### config.mk
export PLATFORM = sky130hd
export DESIGN_NAME = sync_fifo
export DESIGN_NICKNAME = d
export VERILOG_FILES = /design/src/rtl/sync_fifo.sv
export SDC_FILE = /design/constraint.sdc
export NUM_CORES = 1
export LEC_CHECK = 0
export ABC_AREA = 1
export CORE_MARGIN = 4
export CORE_UTILIZATION = 50
export DETAILED_ROUTE_END_ITERATION = 7
export GPL_TIMING_DRIVEN = 0
export PLACE_DENSITY = 0.71
export SYNTH_ARGS = -nofsm -noshare
export SYNTH_HDL_FRONTEND = slang
export SYNTH_SLANG_ARGS = --single-unit
### constraint.sdc
create_clock -name clk -period 2.1 [get_ports clk]
set_clock_uncertainty 0.05 [all_clocks]
set_input_delay 0.42 -clock clk [delete_from_list [all_inputs] [get_ports clk]]
set_output_delay 0.42 -clock clk [all_outputs]
set_load 0.01 [all_outputs]
### src/rtl/sync_fifo.sv
// Single-clock FIFO with occupancy count, almost-full/almost-empty thresholds
// and sticky overflow/underflow flags. Read data is registered (1-cycle latency).
module sync_fifo #(
  parameter int unsigned WIDTH    = 4,
  parameter int unsigned DEPTH    = 8,
  parameter int unsigned AF_LEVEL = 6,
  parameter int unsigned AE_LEVEL = 2
) (
  input  logic                     clk,
  input  logic                     rst,
  input  logic [WIDTH-1:0]         dataIn,
  input  logic                     wr_en,
  input  logic                     rd_en,
  output logic [WIDTH-1:0]         dataOut,
  output logic                     empty,
  output logic                     full,
  output logic                     almost_full,
  output logic                     almost_empty,
  output logic [$clog2(DEPTH):0]   count,
  output logic                     overflow,
  output logic                     underflow
);

  localparam int unsigned AW = $clog2(DEPTH);

  logic [WIDTH-1:0] mem_q [DEPTH];

  logic [AW-1:0]    wr_ptr_q, wr_ptr_d;
  logic [AW-1:0]    rd_ptr_q, rd_ptr_d;
  logic [AW:0]      count_q, count_d;
  logic [WIDTH-1:0] dout_q, dout_d;
  logic             overflow_q, overflow_d;
  logic             underflow_q, underflow_d;

  logic             is_empty;
  logic             is_full;
  logic             wr_accept;
  logic             rd_accept;

  // Status is a pure function of the registered count, so no enable reaches an output.
  always_comb begin
    is_empty = (count_q == '0);
    is_full  = (32'(count_q) == DEPTH);
  end

  // A full FIFO still accepts a write when a read frees the oldest slot that cycle.
  always_comb begin
    wr_accept = wr_en && (!is_full || rd_en);
    rd_accept = rd_en && !is_empty;
  end

  always_comb begin
    wr_ptr_d    = wr_ptr_q;
    rd_ptr_d    = rd_ptr_q;
    count_d     = count_q;
    dout_d      = dout_q;
    overflow_d  = overflow_q  | (wr_en && is_full && !rd_en);
    underflow_d = underflow_q | (rd_en && is_empty);

    if (wr_accept) begin
      wr_ptr_d = wr_ptr_q + AW'(1);
    end
    if (rd_accept) begin
      rd_ptr_d = rd_ptr_q + AW'(1);
      dout_d   = mem_q[rd_ptr_q];
    end

    unique case ({wr_accept, rd_accept})
      2'b10:   count_d = count_q + (AW+1)'(1);
      2'b01:   count_d = count_q - (AW+1)'(1);
      default: count_d = count_q;
    endcase
  end

  always_ff @(posedge clk) begin
    if (!rst) begin
      wr_ptr_q    <= '0;
      rd_ptr_q    <= '0;
      count_q     <= '0;
      dout_q      <= '0;
      overflow_q  <= 1'b0;
      underflow_q <= 1'b0;
    end else begin
      wr_ptr_q    <= wr_ptr_d;
      rd_ptr_q    <= rd_ptr_d;
      count_q     <= count_d;
      dout_q      <= dout_d;
      overflow_q  <= overflow_d;
      underflow_q <= underflow_d;
    end
  end

  // Storage is left uninitialised by reset; reset only blocks a same-cycle write.
  always_ff @(posedge clk) begin
    if (rst && wr_accept) begin
      mem_q[wr_ptr_q] <= dataIn;
    end
  end

  always_comb begin
    dataOut      = dout_q;
    count        = count_q;
    empty        = is_empty;
    full         = is_full;
    almost_full  = (32'(count_q) >= AF_LEVEL);
    almost_empty = (32'(count_q) <= AE_LEVEL);
    overflow     = overflow_q;
    underflow    = underflow_q;
  end

endmodule

==> results of run 1 <==
## layout make-up
class | count | area (um2)
multi-input combinational | 124 | 734
fill | 326 | 1490
sequential | 48 | 1290
clock inverter | 3 | 68.8
inverter | 21 | 78.8
clock buffer | 5 | 68.8
tap | 50 | 62.6
timing repair buffer | 21 | 209
buffer | 6 | 28.8
## sequential cells by signal (all words and copies together) (netlist names)
name and cells:
count 4, dataOut 4, mem_q 32, overflow 1, rd_ptr_q 3, underflow 1, wr_ptr_q 3
## stage by stage
step,hold slack (ps),worst slack [ps],cells,TNS [ps],util (%)
6_report,416,88.3,278,0,63.0
5_1_grt,434,0.895,278,0,63.0
4_1_cts,421,17.0,278,0,62.4
3_5_place_dp,403,-349,270,-6230,58.6
3_3_place_gp,398,-258,270,-4790,58.6
2_1_floorplan,440,287,199,0,-
## worst max-delay path, cell delays in order (launching register included)
cell and delay [ps]:
dfxtp_2 420, inv_1 110, o21ai_0 160, clkdlybuf4s50_1 550
## final timing paths
check                endpoint  cells past startpoint
setup reg to reg     count[3]                     10
setup / recovery  almost_full                      3
hold / removal     dataOut[3]                      2
hold reg to reg    dataOut[3]                      2
## cells in the final DEF, fill, tap and decap left out, types with 2 or more instances in the layout
| master | n |
|---|---|
| nand2_4 | 2 |
| nand2_1 | 16 |
| nor2_1 | 25 |
| o22ai_1 | 4 |
| inv_2 | 5 |
| o21ai_1 | 3 |
| dfxtp_2 | 2 |
| a21oi_1 | 13 |
| o21ai_0 | 18 |
| dfxtp_1 | 13 |
| edfxtp_1 | 32 |
| buf_2 | 4 |
| clkdlybuf4s50_1 | 20 |
| nand3_1 | 5 |
| ha_1 | 4 |
| nor2_4 | 2 |
| nor3_2 | 4 |
| bufinv_16 | 2 |
| nand4_1 | 3 |
| o21a_1 | 3 |
| o211ai_1 | 8 |
| clkbuf_8 | 5 |
| mux2i_1 | 4 |
| inv_1 | 15 |
| nand2_2 | 6 |
## logic make-up after synthesis
logic type | after synthesis | synth area share [%]
AO/OA/AOI/OAI | 49 | 13.3
XOR/XNOR | 1 | 0.419
adder cells (fa/ha/maj) | 4 | 2.40
buffers and inverters | 27 | 5.15
flip-flops | 48 | 61.3
multiplexers | 4 | 1.92
AND/OR/NAND/NOR | 66 | 15.5
## report_power, final
group          internal [uW]  total [uW]  switching, uW
sequential              1110        1200           95.1
clock                    479         793            314
combinational            430         998            568
## synthesized netlist by cell type
| cell type | n | area share (%) |
|---|---|---|
| clkbuf_1 | 1 | 0.18 |
| buf_2 | 4 | 0.96 |
| o211ai_1 | 8 | 2.9 |
| dfxtp_1 | 16 | 15 |
| o22ai_1 | 4 | 1.2 |
| a21oi_1 | 13 | 3.1 |
| nand3_1 | 5 | 1.2 |
| mux2i_1 | 4 | 1.9 |
| ha_1 | 4 | 2.4 |
| o21a_1 | 3 | 1.1 |
| xor2_1 | 1 | 0.42 |
| nand3_2 | 1 | 0.48 |
| nor2_4 | 1 | 0.54 |
| nor4_2 | 1 | 0.60 |
| o21ai_1 | 3 | 0.72 |
| nand2_1 | 16 | 2.9 |
| nor2_1 | 25 | 4.5 |
| nor2_2 | 2 | 0.60 |
| nor3_1 | 4 | 0.96 |
| nand2_2 | 6 | 1.8 |
| edfxtp_1 | 32 | 46 |
| clkinv_1 | 1 | 0.18 |
| inv_2 | 5 | 0.90 |
| inv_1 | 15 | 2.7 |
| o21ai_0 | 18 | 4.3 |
| clkbuf_2 | 1 | 0.24 |
| nand4_1 | 3 | 0.90 |
| nand2_4 | 2 | 1.1 |
## routing by layer
metal | global-route usage [%] | routed length (um) | up-vias
li1 | - | - | 748
met1 | 23.2 | 1990 | 700
met2 | 26.3 | 1930 | 33
met3 | 4.55 | 179 | 5
met4 | 4.92 | 51 | 0
met5 | 0 | 0 | -
## timing repair
item,in CTS,in global routing
setup endpoints to repair,6,10
hold buffers,0,0
gates resized for setup,5,6
==> summary.md, run 1 <==
| Metric | Value |
|---|---|
| Status | complete, no violations |
| Post-synthesis cell area | 2090 um2 |
| RSZ-0062 raised after global routing | no |
| Sequential share of the synthesized area | 61.3% |
| Hpwl dp | 3040 um |
| Final Setup Violations | 0 |
| Post-route DRC | 0 |
| Fin crit period | 2010 ps |
| Vias per cell | 5.35 |
| Clk pin slew, worst setup/hold paths | 80 ps |
| I/O Buffers | 21 |
| Post-synthesis cell count | 199 |
| CORE AREA | 4030 um2 |
| GPL Wtd Cong | 0.818 |
| Largest net degree at the start of global routing | 17 |
| Clk_lat worst skew | 300 ps |
| Area after DPL | 2360 um2 |
| Vias in the first global route | 1405 |
| CP startpoint kind | flip-flop |
| Final ANT Viol Nets | 0 |
| Arr. time, crit path | 1540 ps |
| Ports | 22 |
| Worst Setup Path Type | flip-flop to output pin |
| 1st-pass router iterations | 4 |
| Root buf cell | clkbuf_8 |
| Power, Total | 2990 uW |
| Mean Syn Cell Area | 10.5 um2 |
| Worst Hold Class | flip-flop to flip-flop |
| CTS tree | yes |
| Distinct cells, synth | 28 |
| WL/cell | 14.9 um |
| Worst Path Required | 1630 ps |
| Worst-margin pin slew | 433 ps |
| Worst Path Max Fanout | 6 |
| Min-delay src | dataOut[3] |
| Diodes inserted | 0 |
| Fin. max-slew vios | 0 |
| Worst vdd ir | 0.000522 V |
| DIE HEIGHT | 72.6 um |
| Final wirelength | 4150 um |
| Vias | 1486 |
| Area Growth Syn to Fin | 21.5% |
| Clk sinks | 48 |
| Slew margin rel. | 71.0% |
| Die footprint | 5280 um2 |
| Clock Path Buffers | 2 |
| Syn. warnings | 0 |
| TritonCTS buffer count | 5 |
| Final period util | 95.8% |
| Cell row count | 23 |
| Reg2Reg Setup Slack | 280 ps |
| Design area | 2540 um2 |
| Pleak | 0.000928 uW |
| Nets | 239 |
| Fmax achieved | 497 MHz |
| Starting Density | 51.9% |
| Global Route Usage Sum | 16.9% |
| Layout cells sized above 1 | 16.7% |
| Overflow after GRT | 0 |
| Power density over the cells | 1180 nW/um2 |
| Initial antenna violation count | 0 |
| Number of setup buffers added after CTS | 0 |
| H-tree depth | 2 |
| Die width | 72.6 um |
| Yosys reg bits | 48 |
| First-pass GRT wire length | 6570 um |
| Setup crit start | count[1] |
| Crit. End Element | output pin |
| Syn Nets | 211 |
| Final Hold Violating Endpoints | 0 |
| Maxcap violations | 0 |
| Reg2reg start | count[0] |
| Drt first-iter violations | 69 |
No activity file was read; power rests on OpenSTA's default activity.
==> run 2: changes to the inputs <==
--- a/config.mk
+++ b/config.mk
@@ -5,7 +5,7 @@
 export SDC_FILE = /design/constraint.sdc
 export NUM_CORES = 1
 export LEC_CHECK = 0
-export ABC_AREA = 1
+export ABC_AREA = 0
 export CORE_MARGIN = 4
 export CORE_UTILIZATION = 50
 export DETAILED_ROUTE_END_ITERATION = 7
==> summary.md, run 2 <==
| Metric | Value |
|---|---|
| First-pass GRT wire length | 6550 um (was 6570 um) |
| Diodes inserted | 0 (unchanged) |
| Clk sinks | 48 (unchanged) |
| Yosys reg bits | 48 (unchanged) |
| TritonCTS buffer count | 5 (unchanged) |
| Global Route Usage Sum | 16.8% (was 16.9%) |
| EDFF count, synth | 32 (unchanged) |
| Vias | 1362 (was 1486) |
| Final Setup Violations | 2 (was 0) |
| Seq pwr share | 41.8% (was 40.1%) |
| Drt first-iter violations | 56 (was 69) |
| Worst-margin pin slew | 641 ps (was 433 ps) |
| Post-CTS Hold Buffers | 0 (unchanged) |
| Clk pin slew, worst setup/hold paths | 80 ps (about the same) |
| Final period util | 107% (was 95.8%) |
| Hpwl dp | 2810 um (was 3040 um) |
| H-tree depth | 2 (unchanged) |
| Final ANT Viol Nets | 0 (unchanged) |
| Area Growth Syn to Fin | 25.3% (was 21.5%) |
| Die width | 72.7 um (was 72.6 um) |
| Die footprint | 5290 um2 (was 5280 um2) |
| Status | finished, violations left (was complete, no violations) |
| Worst vdd ir | 0.000505 V (was 0.000522 V) |
| Power Internal | 2000 uW (was 2010 uW) |
| Clock Path Buffers | 2 (unchanged) |
| Commonest cells after routing, fill and taps aside | edfxtp_1 (32), clkdlybuf4s50_1 (16), buf_4 (14) (was edfxtp_1 (32), nor2_1 (25), clkdlybuf4s50_1 (20)) |
| CP startpoint kind | flip-flop (unchanged) |
| Failing checks | negative setup slack |
| Fmax achieved | 444 MHz (was 497 MHz) |
| Final Hold Violating Endpoints | 0 (unchanged) |
| Power density over the cells | 1120 nW/um2 (was 1180 nW/um2) |
| CP max stage delay | 530 ps (was 550 ps) |
| Layout cells sized above 1 | 30.7% (was 16.7%) |
| Initial antenna violation count | 0 (unchanged) |
| Dominant synthesized flop cell | edfxtp_1 (unchanged) |
| Sequential share of the synthesized area | 61.2% (was 61.3%) |
| Synth top cells by count | edfxtp_1 (32), dfxtp_1 (16), nand2_1 (13) (was edfxtp_1 (32), nor2_1 (25), o21ai_0 (18)) |
| P_sw | 940 uW (was 977 uW) |
| Clk_lat worst skew | 290 ps (was 300 ps) |
| Most common cell after layout, fill and taps aside | edfxtp_1 (unchanged) |
| Vias in the first global route | 1307 (was 1405) |
| Final wirelength | 4000 um (was 4150 um) |
| Syn Nets | 165 (was 211) |
| CP cell instances | buf_4 -> or4b_4 -> o21a_4 -> inv_8 -> ha_4 -> and4b_1 -> o22ai_2 -> o221a_2 -> nand2_1 (was inv_1 -> o21ai_0 -> clkdlybuf4s50_1) |
| GPL Wtd Cong | 0.902 (was 0.818) |
| Worst Setup Path Type | flip-flop to flip-flop (was flip-flop to output pin) |
| I/O Buffers | 21 (unchanged) |
| Top cell type's share of synthesized area | 45.9% (was 46.0%) |
| Cell row count | 23 (unchanged) |
| Power, Total | 2940 uW (was 2990 uW) |
| Post-synthesis cell count | 153 (was 199) |
| CTS tree | yes (unchanged) |
| Slowest-stage cell, CP | or4b_4 (was clkdlybuf4s50_1) |
| Max reg flops | 32 (unchanged) |
| Leading area contributor after synthesis | edfxtp_1 (unchanged) |
| Fin. max-slew vios | 0 (unchanged) |
| Root buf cell | clkbuf_8 (unchanged) |
| Worst Path Max Fanout | 5 (was 6) |
| Gate power share | 40.5% (was 33.4%) |
| Post-route DRC | 0 (unchanged) |
| Min setup slack post-route | -151 ps (was 88.3 ps) |
| CORE AREA | 4030 um2 (unchanged) |
| Syn. warnings | 0 (unchanged) |
| WL/cell | 16.5 um (was 14.9 um) |
| Nets | 203 (was 239) |
| Fin crit period | 2250 ps (was 2010 ps) |
| Fillers | 292 (was 326) |
| Most frequent cell after synthesis | edfxtp_1 (unchanged) |
| Reg with most FFs | mem_q (unchanged) |
| 1st-pass router iterations | 4 (unchanged) |
| Overflow after GRT | 0 (unchanged) |
| Starting Density | 52.0% (was 51.9%) |
| Sum Neg Setup Slack | -275 ps (was 0 ps) |
| Mean Syn Cell Area | 13.7 um2 (was 10.5 um2) |
| DIE HEIGHT | 72.7 um (was 72.6 um) |
| Ports | 22 (unchanged) |
| Pleak | 0.000943 uW (was 0.000928 uW) |
| Distinct cells, synth | 39 (was 28) |
| RSZ-0062 raised after global routing | yes (was no) |
| Arr. time, crit path | 2380 ps (was 1540 ps) |
| Clock power frac | 17.7% (was 26.5%) |
| Largest net degree at the start of global routing | 16 (was 17) |
| Crit. End Element | flip-flop (was output pin) |
| Post-synthesis cell area | 2090 um2 (about the same) |
| Worst Path Required | 2230 ps (was 1630 ps) |
| Slew margin rel. | 56.9% (was 71.0%) |
| Switch share | 31.9% (was 32.6%) |
| Maxcap violations | 0 (unchanged) |
| Vias per cell | 5.63 (was 5.35) |
| Worst Hold Class | flip-flop to flip-flop (unchanged) |
| Async SR Flop Fraction | 0% (unchanged) |
| Top cells by area, synth | edfxtp_1 (46%), dfxtp_1 (15%), mux4_2 (8.6%) (was edfxtp_1 (46%), dfxtp_1 (15%), nor2_1 (4.5%)) |
-- run 2: cell count changes in the layout (fill, tap and decap cells not counted), sizes merged, moves of 8 or more --
cell / change
nor2: -18
o211ai: -8
o21ai: -16
mux4: +8
nand2: -11
buf: +12
a21oi: -10
inv: -18
-- run 2: path summary, 6_finish.rpt --
kind,from,end,slack [ps],cells past startpoint
setup reg to reg,count[1],count[3],-150,9
hold reg to reg,overflow,overflow,460,2
hold / removal,overflow,overflow,460,2
setup / recovery,count[1],count[3],-150,9
-- run 2: logic make-up (layout without fill, tap and decap cells) --
group / Yosys count / count (layout) / synth area share [%]
simple gates: 50 / 50 / 12.3
flops: 48 / 48 / 61.2
compound gates: 23 / 23 / 8.49
buf+inv: 12 / 51 / 3.47
mux: 11 / 11 / 10.0
xor+xnor: 5 / 5 / 2.09
fa+ha+maj: 4 / 4 / 2.39
-- run 2: layout make-up --
class | count | area (um2) | share of cell area [%]
multi-input combinational | 93 | 833 | 31.8
clock inverter | 2 | 12.5 | 0.477
buffer | 5 | 25.0 | 0.954
clock buffer | 6 | 72.6 | 2.77
timing repair buffer | 35 | 305 | 11.6
sequential | 48 | 1290 | 49.3
inverter | 3 | 18.8 | 0.715
tap | 50 | 62.6 | 2.38
-- run 2: timing repair --
item	4_1_cts	5_1_grt
resized for setup	23	12
pin swaps	7	7
setup buffers	8	6
setup endpoints to repair	26	15
cloned	0	0
-- run 2: per-layer routing --
layer,up-vias,track usage [%],routed length (um)
met5,-,0,0
li1,643,-,-
met4,0,6.15,57
met1,668,22.0,1650
met2,45,26.8,2020
met3,6,4.55,276
-- run 2: through the flow --
| stage | instances | area, um2 | hold slack [ps] | utilization (%) | worst slack (ps) |
|---|---|---|---|---|---|
| final | 242 | 2620 | 460 | 65.1 | -151 |
| after global placement | 224 | 2380 | 426 | 59.0 | -550 |
| after CTS | 236 | 2560 | 468 | 63.5 | -209 |
| after floorplan | 153 | 2100 | 451 | - | -135 |
| after global routing | 242 | 2620 | 500 | 65.1 | -268 |
| after detailed placement | 224 | 2380 | 445 | 59.0 | -560 |
-- run 2: power by group through the flow --
stage          clock (uW)  combinational (uW)  sequential [uW]
2_1_floorplan           0                 713             1220
3_3_place_gp            0                1090             1190
3_5_place_dp            0                1130             1200
4_1_cts               535                1110             1240
5_1_grt               587                1300             1250
6_report              519                1190             1230
-- run 2: worst max-delay path, delay by kind of cell (launching register included) --
family	cells	cell delay, ps
AO/OA/AOI/OAI	3	570
adder cells (fa/ha/maj)	1	150
buffers and inverters	2	210
flip-flops	1	370
AND/OR/NAND/NOR	3	780
